**src/rtl/doce_rx_mac_filter.sv**
```systemverilog
// rtl/doce_rx_mac_filter.sv - RX destination-MAC filter with one-beat output register and saturating stats.
// Optional feature: define DOCE_RX_BCAST_ACCEPT_EN to accept ff:ff:ff:ff:ff:ff when filtering.
module doce_rx_mac_filter #(
  parameter int DATA_WIDTH = 16,
  parameter int CNT_WIDTH  = 32
) (
  input  logic                    user_clk,
  input  logic                    reset,
  input  logic [DATA_WIDTH*8-1:0] s_tdata,
  input  logic [DATA_WIDTH-1:0]   s_tkeep,
  input  logic [3:0]              s_tuser,
  input  logic                    s_tvalid,
  input  logic                    s_tlast,
  output logic                    s_tready,
  output logic [DATA_WIDTH*8-1:0] m_tdata,
  output logic [DATA_WIDTH-1:0]   m_tkeep,
  output logic [3:0]              m_tuser,
  output logic                    m_tvalid,
  output logic                    m_tlast,
  input  logic                    m_tready,
  input  logic [47:0]             local_mac,
  input  logic                    filter_en,
  output logic [CNT_WIDTH-1:0]    pass_cnt,
  output logic [CNT_WIDTH-1:0]    drop_cnt,
  output logic [CNT_WIDTH-1:0]    runt_cnt
);

`ifdef DOCE_RX_BCAST_ACCEPT_EN
  localparam logic BCAST_EN = 1'b1;
`else
  localparam logic BCAST_EN = 1'b0;
`endif

  localparam logic [CNT_WIDTH-1:0] CNT_ONE = {{(CNT_WIDTH-1){1'b0}}, 1'b1};

  typedef enum logic [1:0] {HEAD, PASS, DROP} state_t;

  state_t      state, state_nxt;
  logic [47:0] dst;
  logic        runt, match, accept, load;
  logic        inc_pass, inc_drop, inc_runt;

  always_comb begin
    dst       = s_tdata[95:48];
    runt      = s_tlast & ~&s_tkeep[13:0];
    match     = ~filter_en | (dst == local_mac) | (BCAST_EN & (dst == 48'hFFFF_FFFF_FFFF));
    // DROP never loads the output register, so it can always sink the router.
    s_tready  = (state == DROP) ? 1'b1 : (~m_tvalid | m_tready);
    accept    = s_tvalid & s_tready;
    state_nxt = state;
    load      = 1'b0;
    inc_pass  = 1'b0;
    inc_drop  = 1'b0;
    inc_runt  = 1'b0;
    case (state)
      HEAD: begin
        if (accept) begin
          if (runt) begin
            inc_runt = 1'b1;
          end else if (match) begin
            load     = 1'b1;
            inc_pass = 1'b1;
            if (!s_tlast) state_nxt = PASS;
          end else begin
            inc_drop = 1'b1;
            if (!s_tlast) state_nxt = DROP;
          end
        end
      end
      PASS: begin
        if (accept) begin
          load = 1'b1;
          if (s_tlast) state_nxt = HEAD;
        end
      end
      DROP: begin
        if (accept && s_tlast) state_nxt = HEAD;
      end
      default: state_nxt = HEAD;
    endcase
  end

  always_ff @(posedge user_clk) begin
    if (reset) begin
      state    <= HEAD;
      m_tvalid <= 1'b0;
      m_tlast  <= 1'b0;
      m_tdata  <= '0;
      m_tkeep  <= '0;
      m_tuser  <= '0;
      pass_cnt <= '0;
      drop_cnt <= '0;
      runt_cnt <= '0;
    end else begin
      state <= state_nxt;
      if (load) begin
        m_tvalid <= 1'b1;
        m_tdata  <= s_tdata;
        m_tkeep  <= s_tkeep;
        m_tuser  <= s_tuser;
        m_tlast  <= s_tlast;
      end else if (m_tready) begin
        m_tvalid <= 1'b0;
      end
      if (inc_pass && (pass_cnt != '1)) pass_cnt <= pass_cnt + CNT_ONE;
      if (inc_drop && (drop_cnt != '1)) drop_cnt <= drop_cnt + CNT_ONE;
      if (inc_runt && (runt_cnt != '1)) runt_cnt <= runt_cnt + CNT_ONE;
    end
  end

endmodule

```
**config.mk**
```make
export PLATFORM = sky130hd
export DESIGN_NAME = doce_rx_mac_filter
export DESIGN_NICKNAME = d
export VERILOG_FILES = /design/src/rtl/doce_rx_mac_filter.sv
export SDC_FILE = /design/constraint.sdc
export NUM_CORES = 1
export LEC_CHECK = 0
export ABC_CLOCK_PERIOD_IN_PS = 2410
export BUFFER_PORTS_ARGS = -buffer_cell sky130_fd_sc_hd__buf_2
export CAP_MARGIN = 20
export CORE_AREA = 2 2 175 177
export DETAILED_ROUTE_END_ITERATION = 8
export DIE_AREA = 0 0 177 179
export GPL_ROUTABILITY_DRIVEN = 0
export GPL_TIMING_DRIVEN = 0
export PLACE_DENSITY = 0.73
export SETUP_SLACK_MARGIN = 0.15
export SKIP_LAST_GASP = 1
export SLEW_MARGIN = 40
export SYNTH_ARGS = -nofsm -noshare
export SYNTH_HDL_FRONTEND = slang
export SYNTH_SLANG_ARGS = --single-unit
```
**constraint.sdc**
```tcl
create_clock -name user_clk -period 2.41 [get_ports user_clk]
set_clock_uncertainty 0.2 [all_clocks]
set_input_delay 0.3615 -clock user_clk [delete_from_list [all_inputs] [get_ports user_clk]]
set_output_delay 0.3615 -clock user_clk [all_outputs]
set_load 0.05 [all_outputs]
```
==> flow_summary.ini, run 1 <==
[clock_tree]
numCtsBuffers = 27
clkSlewWorstSetupHoldPaths_ps = 60
tritoncts = yes
cts.path.max_buffers = 3
cts-root-buf = clkbuf_16
insertion_delay_ps = 560
ctsHtreeMaxLevel = 1
clock-sinks = 248

[cells_and_area]
drive_gt1_share_pct = 44.0
layout.nets = 2081
layout_commonest_cell = buf_2
fillers = 2297
final_cell_mix = buf_2 (429), nor2_1 (226), dfxtp_1 (180)
syn_to_final_growth_pct = 76.3

[placement]
dp_slack_ps = -1300
hpwl_mm = 30.7
portBuffers = 447

[worst_setup_path]
worstReg2RegEnd = pass_cnt[29]$_SDFFE_PP0P_
worst-path-max-fanout = 10
endpoint = drop_cnt[21]$_SDFFE_PP0P_
r2r_start = pass_cnt[3]$_SDFFE_PP0P_
cp_slowest_cell = o41a_1
path_common_cell = buf_6
crit_path_max_incr_delay_ps = 490
cp-start-kind = input pin
crit_chain = buf_8 -> nand4_1 -> o41a_1 -> buf_6 -> buf_6 -> nor3_4 -> and2_4 -> buf_6 -> nand4_1 -> buf_6 -> or3_1 -> a21oi_1
worst-setup-path-type = input pin to flop
critPathLaunch = s_tkeep[5]
rr_worst_depth = 8
crit_required_ps = 2660
arrival_ps = 2750
r2r_slack_ps = -40
end_kind = flop

[synth]
syn-num-nets = 1348
syn_inst = 1143
ys.flop_type = dfxtp_1
yosys_register_bits = 248
seq_area_frac_synth_pct = 47.0
synth_edf_count = 0
synth_area_per_cell_um2 = 9.23
async_reset_ff_share_pct = 0
synth_area_mm2 = 0.0106
synth_cell_types = 42
yosysWarningCount = 0

[global_route]
first_global_vias = 11231
grt_antenna_before_repair = 16
grt_pass1_wl_mm = 64.2
grt_max_degree = 14
gr-total-overflow = 0
grt_use_total_pct = 26.2

[power]
p_leak_nw = 8.02
irDropWorstVdd_uv = 539
pwr_density_cell_mw_per_mm2 = 571

[drt]
drc = 0
routed_wl_mm = 48.9
vias = 12134
routedWlPerCell_um = 21.2
dr.first_iter.drc_count = 744
drt_pass1_iterations = 6
viasPerCell = 5.26
drtAntennaViolNets = 0

[timing]
setup_viol = 12
slew_headroom_pct = 42.5
hold_ws_ps = 88.6
tightest_slew_ps = 862
slew_viol_final = 0
finalHoldViolations = 0
tns_ps = -407
max_freq_mhz = 401
rsz0062_at_grt = yes
worst_slack_ps = -86.1
period_minus_slack_ps = 2500
fin_crit_sh_pct = 104

[job]
drv_cap = 0

[die]
coreArea_mm2 = 0.0300
die_y_um = 179
initial_core_util_pct = 35.1
die_width_um = 177
die_area_mm2 = 0.0317
rows = 64
io_pins = 449

[min_path]
hp-class = input pin to flop
worst_hold_startpoint = s_tvalid

[status]
status = finished, violations left
violations = negative setup slack
stage by stage:
stage	power, W	util [%]	instance area [µm²]	instances
5_1_grt	0.0109	61.9	18600	2302
2_1_floorplan	0.00538	-	11000	1143
4_1_cts	0.0103	56.3	16900	2219
3_3_place_gp	0.00591	45.7	13700	1986
3_5_place_dp	0.00593	45.7	13700	1986
6_report	0.0106	62.0	18600	2305
state kept, by name, summed over array words and instances (netlist names):
| signal | count |
|---|---|
| m_tuser | 4 |
| state | 2 |
| m_tdata | 128 |
| drop_cnt | 32 |
| pass_cnt | 32 |
| runt_cnt | 32 |
| m_tlast | 1 |
| m_tkeep | 16 |
| m_tvalid | 1 |
per-layer routing:
layer | global-route usage, % | share of wire, %
met1 | 30.7 | 37
met2 | 44.5 | 49
met3 | 6.62 | 8.1
met4 | 12.7 | 5.8
met5 | 0 | 0.059
synth_stat cells, types with 2 or more instances:
cell type / n / area (µm²)
dfxtp_1: 248 / 4960
nor2_1: 230 / 863
mux2i_1: 150 / 1500
xnor2_1: 82 / 718
nand4_1: 61 / 382
nand2_1: 43 / 161
nand3_1: 40 / 200
clkbuf_1: 36 / 135
a21oi_1: 34 / 170
o21ai_0: 29 / 145
or3_1: 29 / 181
xor2_1: 25 / 219
nor3_1: 20 / 100
buf_2: 15 / 75.1
nor4_1: 15 / 93.8
and3_1: 14 / 87.6
inv_1: 13 / 48.8
and4_1: 11 / 96.3
and2_1: 8 / 50.1
mux2_2: 4 / 45.0
nor2b_1: 4 / 25.0
or4_1: 4 / 30.0
buf_1: 3 / 11.3
ha_1: 3 / 37.5
a2111oi_0: 2 / 17.5
a31o_2: 2 / 17.5
or2_2: 2 / 12.5
or4_4: 2 / 22.5
worst min-delay path by stage:
| stage | cells past startpoint | slack [ps] | end |
|---|---|---|---|
| after floorplan | 1 | 230 | state[0]$_SDFFE_PP0P_ |
| after global placement | 1 | 240 | state[0]$_SDFFE_PP0P_ |
| after detailed placement | 1 | 260 | state[0]$_SDFFE_PP0P_ |
| after CTS | 3 | 80 | state[0]$_SDFFE_PP0P_ |
| after global routing | 3 | 100 | state[0]$_SDFFE_PP0P_ |
| final | 3 | 90 | state[0]$_SDFFE_PP0P_ |
layout make-up:
cell class                 count  area, µm²  area share [%]
clock buffer                  42        823            4.43
buffer                        54        515            2.77
inverter                      13       48.8           0.262
clock inverter                 6       33.8           0.182
timing repair buffer         704       5050            27.1
sequential                   248       5110            27.5
antenna                       14       35.0           0.188
tap                          396        495            2.66
multi-input combinational    828       6500            34.9
worst max-delay path: cells and delay by family:
family / cells / cell delay (ps)
buffers and inverters: 5 / 630
and+or+nand+nor: 5 / 1120
AOI/OAI and AO/OA: 2 / 630
power by group:
group	internal (W)	switching (W)
clock network	0.00233	0.00175
logic	0.000966	0.00127
registers	0.00421	0.0000926
total	0.00751	0.00311
cell families (layout without fill, tap and decap cells):
logic type               after synthesis  in the layout  synth area share, %
AND/OR/NAND/NOR                      489            490                 22.3
flip-flops                           248            248                 47.0
multiplexers                         154            154                 14.7
XOR/XNOR                             107            107                 8.88
AO/OA/AOI/OAI                         74             74                 4.11
buffers and inverters                 68            819                 2.63
adder cells (fa/ha/maj)                3              3                0.356
other                                  0             14                    0
what timing repair did:
item                       in CTS  in global routing
setup buffers                  33                 57
hold buffers                  150                  0
hold endpoints to repair      152                  0
pin swaps                      31                 74
cloned                          3                 16
setup endpoints to repair     240                236
gates resized for setup       112                211
Note: power is estimated with default switching activity, not from simulation.
==> inputs of run 2 (changes only) <==
Settings changed: CELL_PAD_IN_SITES_DETAIL_PLACEMENT from default to 1, CELL_PAD_IN_SITES_GLOBAL_PLACEMENT from default to 1, CORE_AREA 2 2 175 177 to default, CORE_MARGIN from default to 2, CORE_UTILIZATION from default to 31, DIE_AREA 0 0 177 179 to default, PLACE_DENSITY 0.73 to 0.84.
==> flow_summary.ini, run 2 (same netlist as run 1, synthesis figures left out) <==
[worst_setup_path]
cp-start-kind = flop
crit_chain = and4_4 -> nand3_1 -> nor2_1 -> and3_1 -> clkbuf_1 -> nand4_1 -> xnor2_1 -> nor2_1
end_kind = flop
cp_slowest_cell = dfxtp_2
r2r_slack_ps = -290
arrival_ps = 2900
crit_path_max_incr_delay_ps = 400
worst-setup-path-type = flop to flop
worst-path-max-fanout = 6
path_common_cell = nor2_1
crit_required_ps = 2610

[timing]
slew_viol_final = 0
fin_crit_sh_pct = 112
slew_headroom_pct = 45.1
setup_viol = 58
rsz0062_at_grt = yes
worst_slack_ps = -292
tightest_slew_ps = 824
max_freq_mhz = 370
finalHoldViolations = 0
period_minus_slack_ps = 2700

[cells_and_area]
syn_to_final_growth_pct = 80.9
layout_commonest_cell = buf_2
top_register = m_tdata
largest_reg_flops = 128
layout.nets = 2084
drive_gt1_share_pct = 47.5
fin_cells = 2365
final_cell_mix = buf_2 (442), nor2_1 (221), dfxtp_1 (184)

[global_route]
grt_max_degree = 14
grt_antenna_before_repair = 17
grt_pass1_wl_mm = 82.7
first_global_vias = 13527
gr-total-overflow = 0
grt_use_total_pct = 30.2

[placement]
portBuffers = 447
hpwl_mm = 33.3
place_inst = 2038

[clock_tree]
clkSlewWorstSetupHoldPaths_ps = 60
clock-sinks = 248
cts-root-buf = clkbuf_16
cts.path.max_buffers = 3
insertion_delay_ps = 560
ctsHtreeMaxLevel = 1
numCtsBuffers = 29
tritoncts = yes

[die]
coreArea_mm2 = 0.0335
die_width_um = 189
io_pins = 449
die_area_mm2 = 0.0355
initial_core_util_pct = 31.5
rows = 67
die_y_um = 189

[drt]
drt_pass1_iterations = 5
routed_wl_mm = 64.5
routedWlPerCell_um = 27.3
drtAntennaViolNets = 0
drc = 0
dr.first_iter.drc_count = 671
viasPerCell = 5.45
vias = 12882

[status]
status = finished, violations left
violations = negative setup slack

[power]
pwr_density_cell_mw_per_mm2 = 596
power_w = 0.0114
irDropWorstVdd_uv = 730
p_leak_nw = 8.14

[job]
drv_cap = 0

[min_path]
hp-class = input pin to flop
## run 2: final timing paths
kind                                          startpoint                        end  cells after the start
worst max register to register  drop_cnt[2]$_SDFFE_PP0P_  drop_cnt[22]$_SDFFE_PP0P_                      8
worst min-delay path                            s_tvalid      state[0]$_SDFFE_PP0P_                      3
worst max-delay path            drop_cnt[2]$_SDFFE_PP0P_  drop_cnt[22]$_SDFFE_PP0P_                      8
worst min register to register  m_tdata[73]$_SDFFE_PP0P_   m_tdata[73]$_SDFFE_PP0P_                      2
## run 2: worst max-delay path: cells and delay by family, from the launching register on
kind          cells  cell delay (ps)
simple gates      6             1360
flops             1              400
buf+inv           1              330
xor+xnor          1              270
## run 2: what timing repair did
item	in CTS	in global routing
pin swaps	51	108
setup endpoints to repair	242	233
buffers inserted	41	46
hold buffers	151	0
hold endpoints to repair	151	0
cloned	6	14
resized for setup	155	217
## run 2: metal layers
layer	vias up	track usage, %	part of all wire, %
met5	-	0	0.017
met4	2	18.8	7.5
met3	286	6.30	6.1
met2	698	56.0	52
met1	6414	31.0	34
li1	5482	-	-
## run 2: report_power, final
part           switching (W)  internal (W)  total (W)
Combinational        0.00138      0.000950    0.00233
Sequential          0.000111       0.00421    0.00432
Clock                0.00196       0.00278    0.00473
## run 2: through the flow
stage	util (%)	hold slack, ps	setup WS (ps)	TNS (ps)	cell area, µm²
after floorplan	-	229	-105	-1150	11000
after global placement	41.1	242	-1300	-223610	13800
after detailed placement	41.1	258	-1330	-223050	13800
after CTS	52.0	70.9	-43.3	-205	17400
after global routing	56.9	144	-361	-10090	19100
final	56.9	146	-292	-7550	19100
## run 2: final cells by class
| class | count | area [µm²] |
|---|---|---|
| Sequential cell | 248 | 5100 |
| Tap cell | 448 | 561 |
| Clock buffer | 41 | 852 |
| Timing Repair Buffer | 704 | 4970 |
| Fill cell | 3692 | 14400 |
| Buffer | 55 | 543 |
| Clock inverter | 11 | 138 |
| Antenna cell | 17 | 42.5 |
| Inverter | 13 | 48.8 |
| Multi-Input combinational cell | 828 | 6830 |
==> inputs of run 3 (changes only) <==
Settings changed: MAX_ROUTING_LAYER from default to met4.
==> flow_summary.ini, run 3 (same netlist as run 1, synthesis figures left out) <==
[cells_and_area]
largest_reg_flops = 128
layout.nets = 2085
multi_input_area_mm2 = 0.00693
layout_commonest_cell = buf_2
final_cell_mix = buf_2 (441), nor2_1 (219), dfxtp_1 (184)
ff_latch_area_mm2 = 0.00510
syn_to_final_growth_pct = 81.9
drive_gt1_share_pct = 48.0
fin_cells = 2368
fillers = 3699
top_register = m_tdata

[placement]
dp_slack_ps = -1330
portBuffers = 447
hpwl_mm = 33.3
place_inst = 2038

[worst_setup_path]
crit_chain = buf_8 -> xnor2_4 -> nand4_1 -> or4_4 -> o31ai_4 -> nand4_1 -> nor4_2 -> mux2_2
path_common_cell = nand4_1
cp_slowest_cell = or4_4
cp-start-kind = input pin
arrival_ps = 2940
r2r_slack_ps = -200
worst-path-max-fanout = 3
crit_required_ps = 2630
crit_path_max_incr_delay_ps = 620
worst-setup-path-type = input pin to flop
critical_path.top_delay_family = simple AND/OR/NAND/NOR gates
end_kind = flop
crit_buf_inv = 1

[global_route]
grt_max_degree = 14
first_global_vias = 13553
gr-total-overflow = 0
grt_util_met2_pct = 55.9
use_met1_pct = 31.6
met3_usage_pct = 5.46
grt_pass1_wl_mm = 82.7
busiest_layer = met2
grt_antenna_before_repair = 18
grt_use_total_pct = 31.2

[clock_tree]
ctsHtreeMaxLevel = 1
clkSlewWorstSetupHoldPaths_ps = 60
cts-root-buf = clkbuf_16
numCtsBuffers = 29
insertion_delay_ps = 560
tritoncts = yes
cts.path.max_buffers = 3
clock-sinks = 248

[die]
coreArea_mm2 = 0.0335
die_y_um = 189
initial_core_util_pct = 31.5
io_pins = 449
rows = 67
die_width_um = 189
die_area_mm2 = 0.0355

[timing]
rsz0062_at_grt = yes
hold_ws_ps = 134
slew_headroom_pct = 41.3
setup_viol = 54
period_minus_slack_ps = 2720
worst_slack_ps = -306
tightest_slew_ps = 881
fin_crit_sh_pct = 113
finalHoldViolations = 0
slew_viol_final = 0
max_freq_mhz = 368

[drt]
vias = 13037
drtAntennaViolNets = 0
drt_pass1_iterations = 5
viasPerCell = 5.51
drc = 0
routedWlPerCell_um = 27.7
dr.first_iter.drc_count = 591
routed_wl_mm = 65.6

[power]
pwr_density_cell_mw_per_mm2 = 594
p_leak_nw = 8.22
irDropWorstVdd_uv = 689

[status]
status = finished, violations left
violations = negative setup slack

[job]
drv_cap = 0

[min_path]
hp-class = input pin to flop
-- run 3: cell types whose count changed in the layout (fill, tap and decap cells not counted), moves of 2 or more --
cell / change
buf_12: -2
mux2i_1: -3
nor4_2: -2
buf_4: +3
nor2_2: +2
nand2_4: +2
nor2_1: -2
nor4_4: +2
nor3_1: -2
mux2i_4: +4
nand2_1: -2
diode_2: +2
buf_8: +3
-- run 3: worst paths after layout --
check,from,end,cells after the start
max,s_tdata[53],pass_cnt[29]$_SDFFE_PP0P_,8
min,s_tvalid,state[1]$_SDFFE_PP0P_,3
max reg2reg,pass_cnt[11]$_SDFFE_PP0P_,pass_cnt[29]$_SDFFE_PP0P_,7
min reg2reg,m_tdata[73]$_SDFFE_PP0P_,m_tdata[73]$_SDFFE_PP0P_,2
-- run 3: per-stage QoR --
stage | setup TNS (ps) | power, W | utilization, % | area, µm²
finish | -6560 | 0.0114 | 57.2 | 19200
global route | -7980 | 0.0117 | 57.2 | 19200
floorplan | -1150 | 0.00538 | - | 11000
detailed placement | -223050 | 0.00595 | 41.1 | 13800
global placement | -223610 | 0.00591 | 41.1 | 13800
CTS | -205 | 0.0109 | 52.0 | 17400
-- run 3: routing by layer --
metal  wire (µm)  part of all wire, %  vias to the layer above
li1            -                    -                     5480
met1       22500                   34                     6482
met2       33900                   52                      751
met3        4120                  6.3                      324
met4        5120                  7.8                        0
met5           0                    0                        -
-- run 3: layout make-up --
type                       instances  area share (%)
multi-input combinational        828            36.1
antenna                           19           0.248
inverter                          13           0.254
timing repair buffer             705            25.9
buffer                            55            2.86
clock inverter                    11           0.717
sequential                       248            26.6
clock buffer                      41            4.44
tap                              448            2.92
-- run 3: report_power, final --
part	internal, W	total, W	leakage [nW]	switching, W
Sequential	0.00421	0.00432	2.05	0.000112
Combinational	0.000956	0.00235	5.67	0.00140
Clock	0.00278	0.00473	0.493	0.00196
-- run 3: timing repair --
item | CTS | global route
pin swaps | 51 | 114
hold endpoints to repair | 151 | 0
cloned | 6 | 14
buffers inserted | 41 | 47
resized for setup | 155 | 240
endpoints found under the setup margin | 242 | 232
hold buffers | 151 | 0
-- run 3: tightest hold or removal path: stages --
cell       delay (ps)
buf_2             120
and2_1            220
a2111oi_0         120
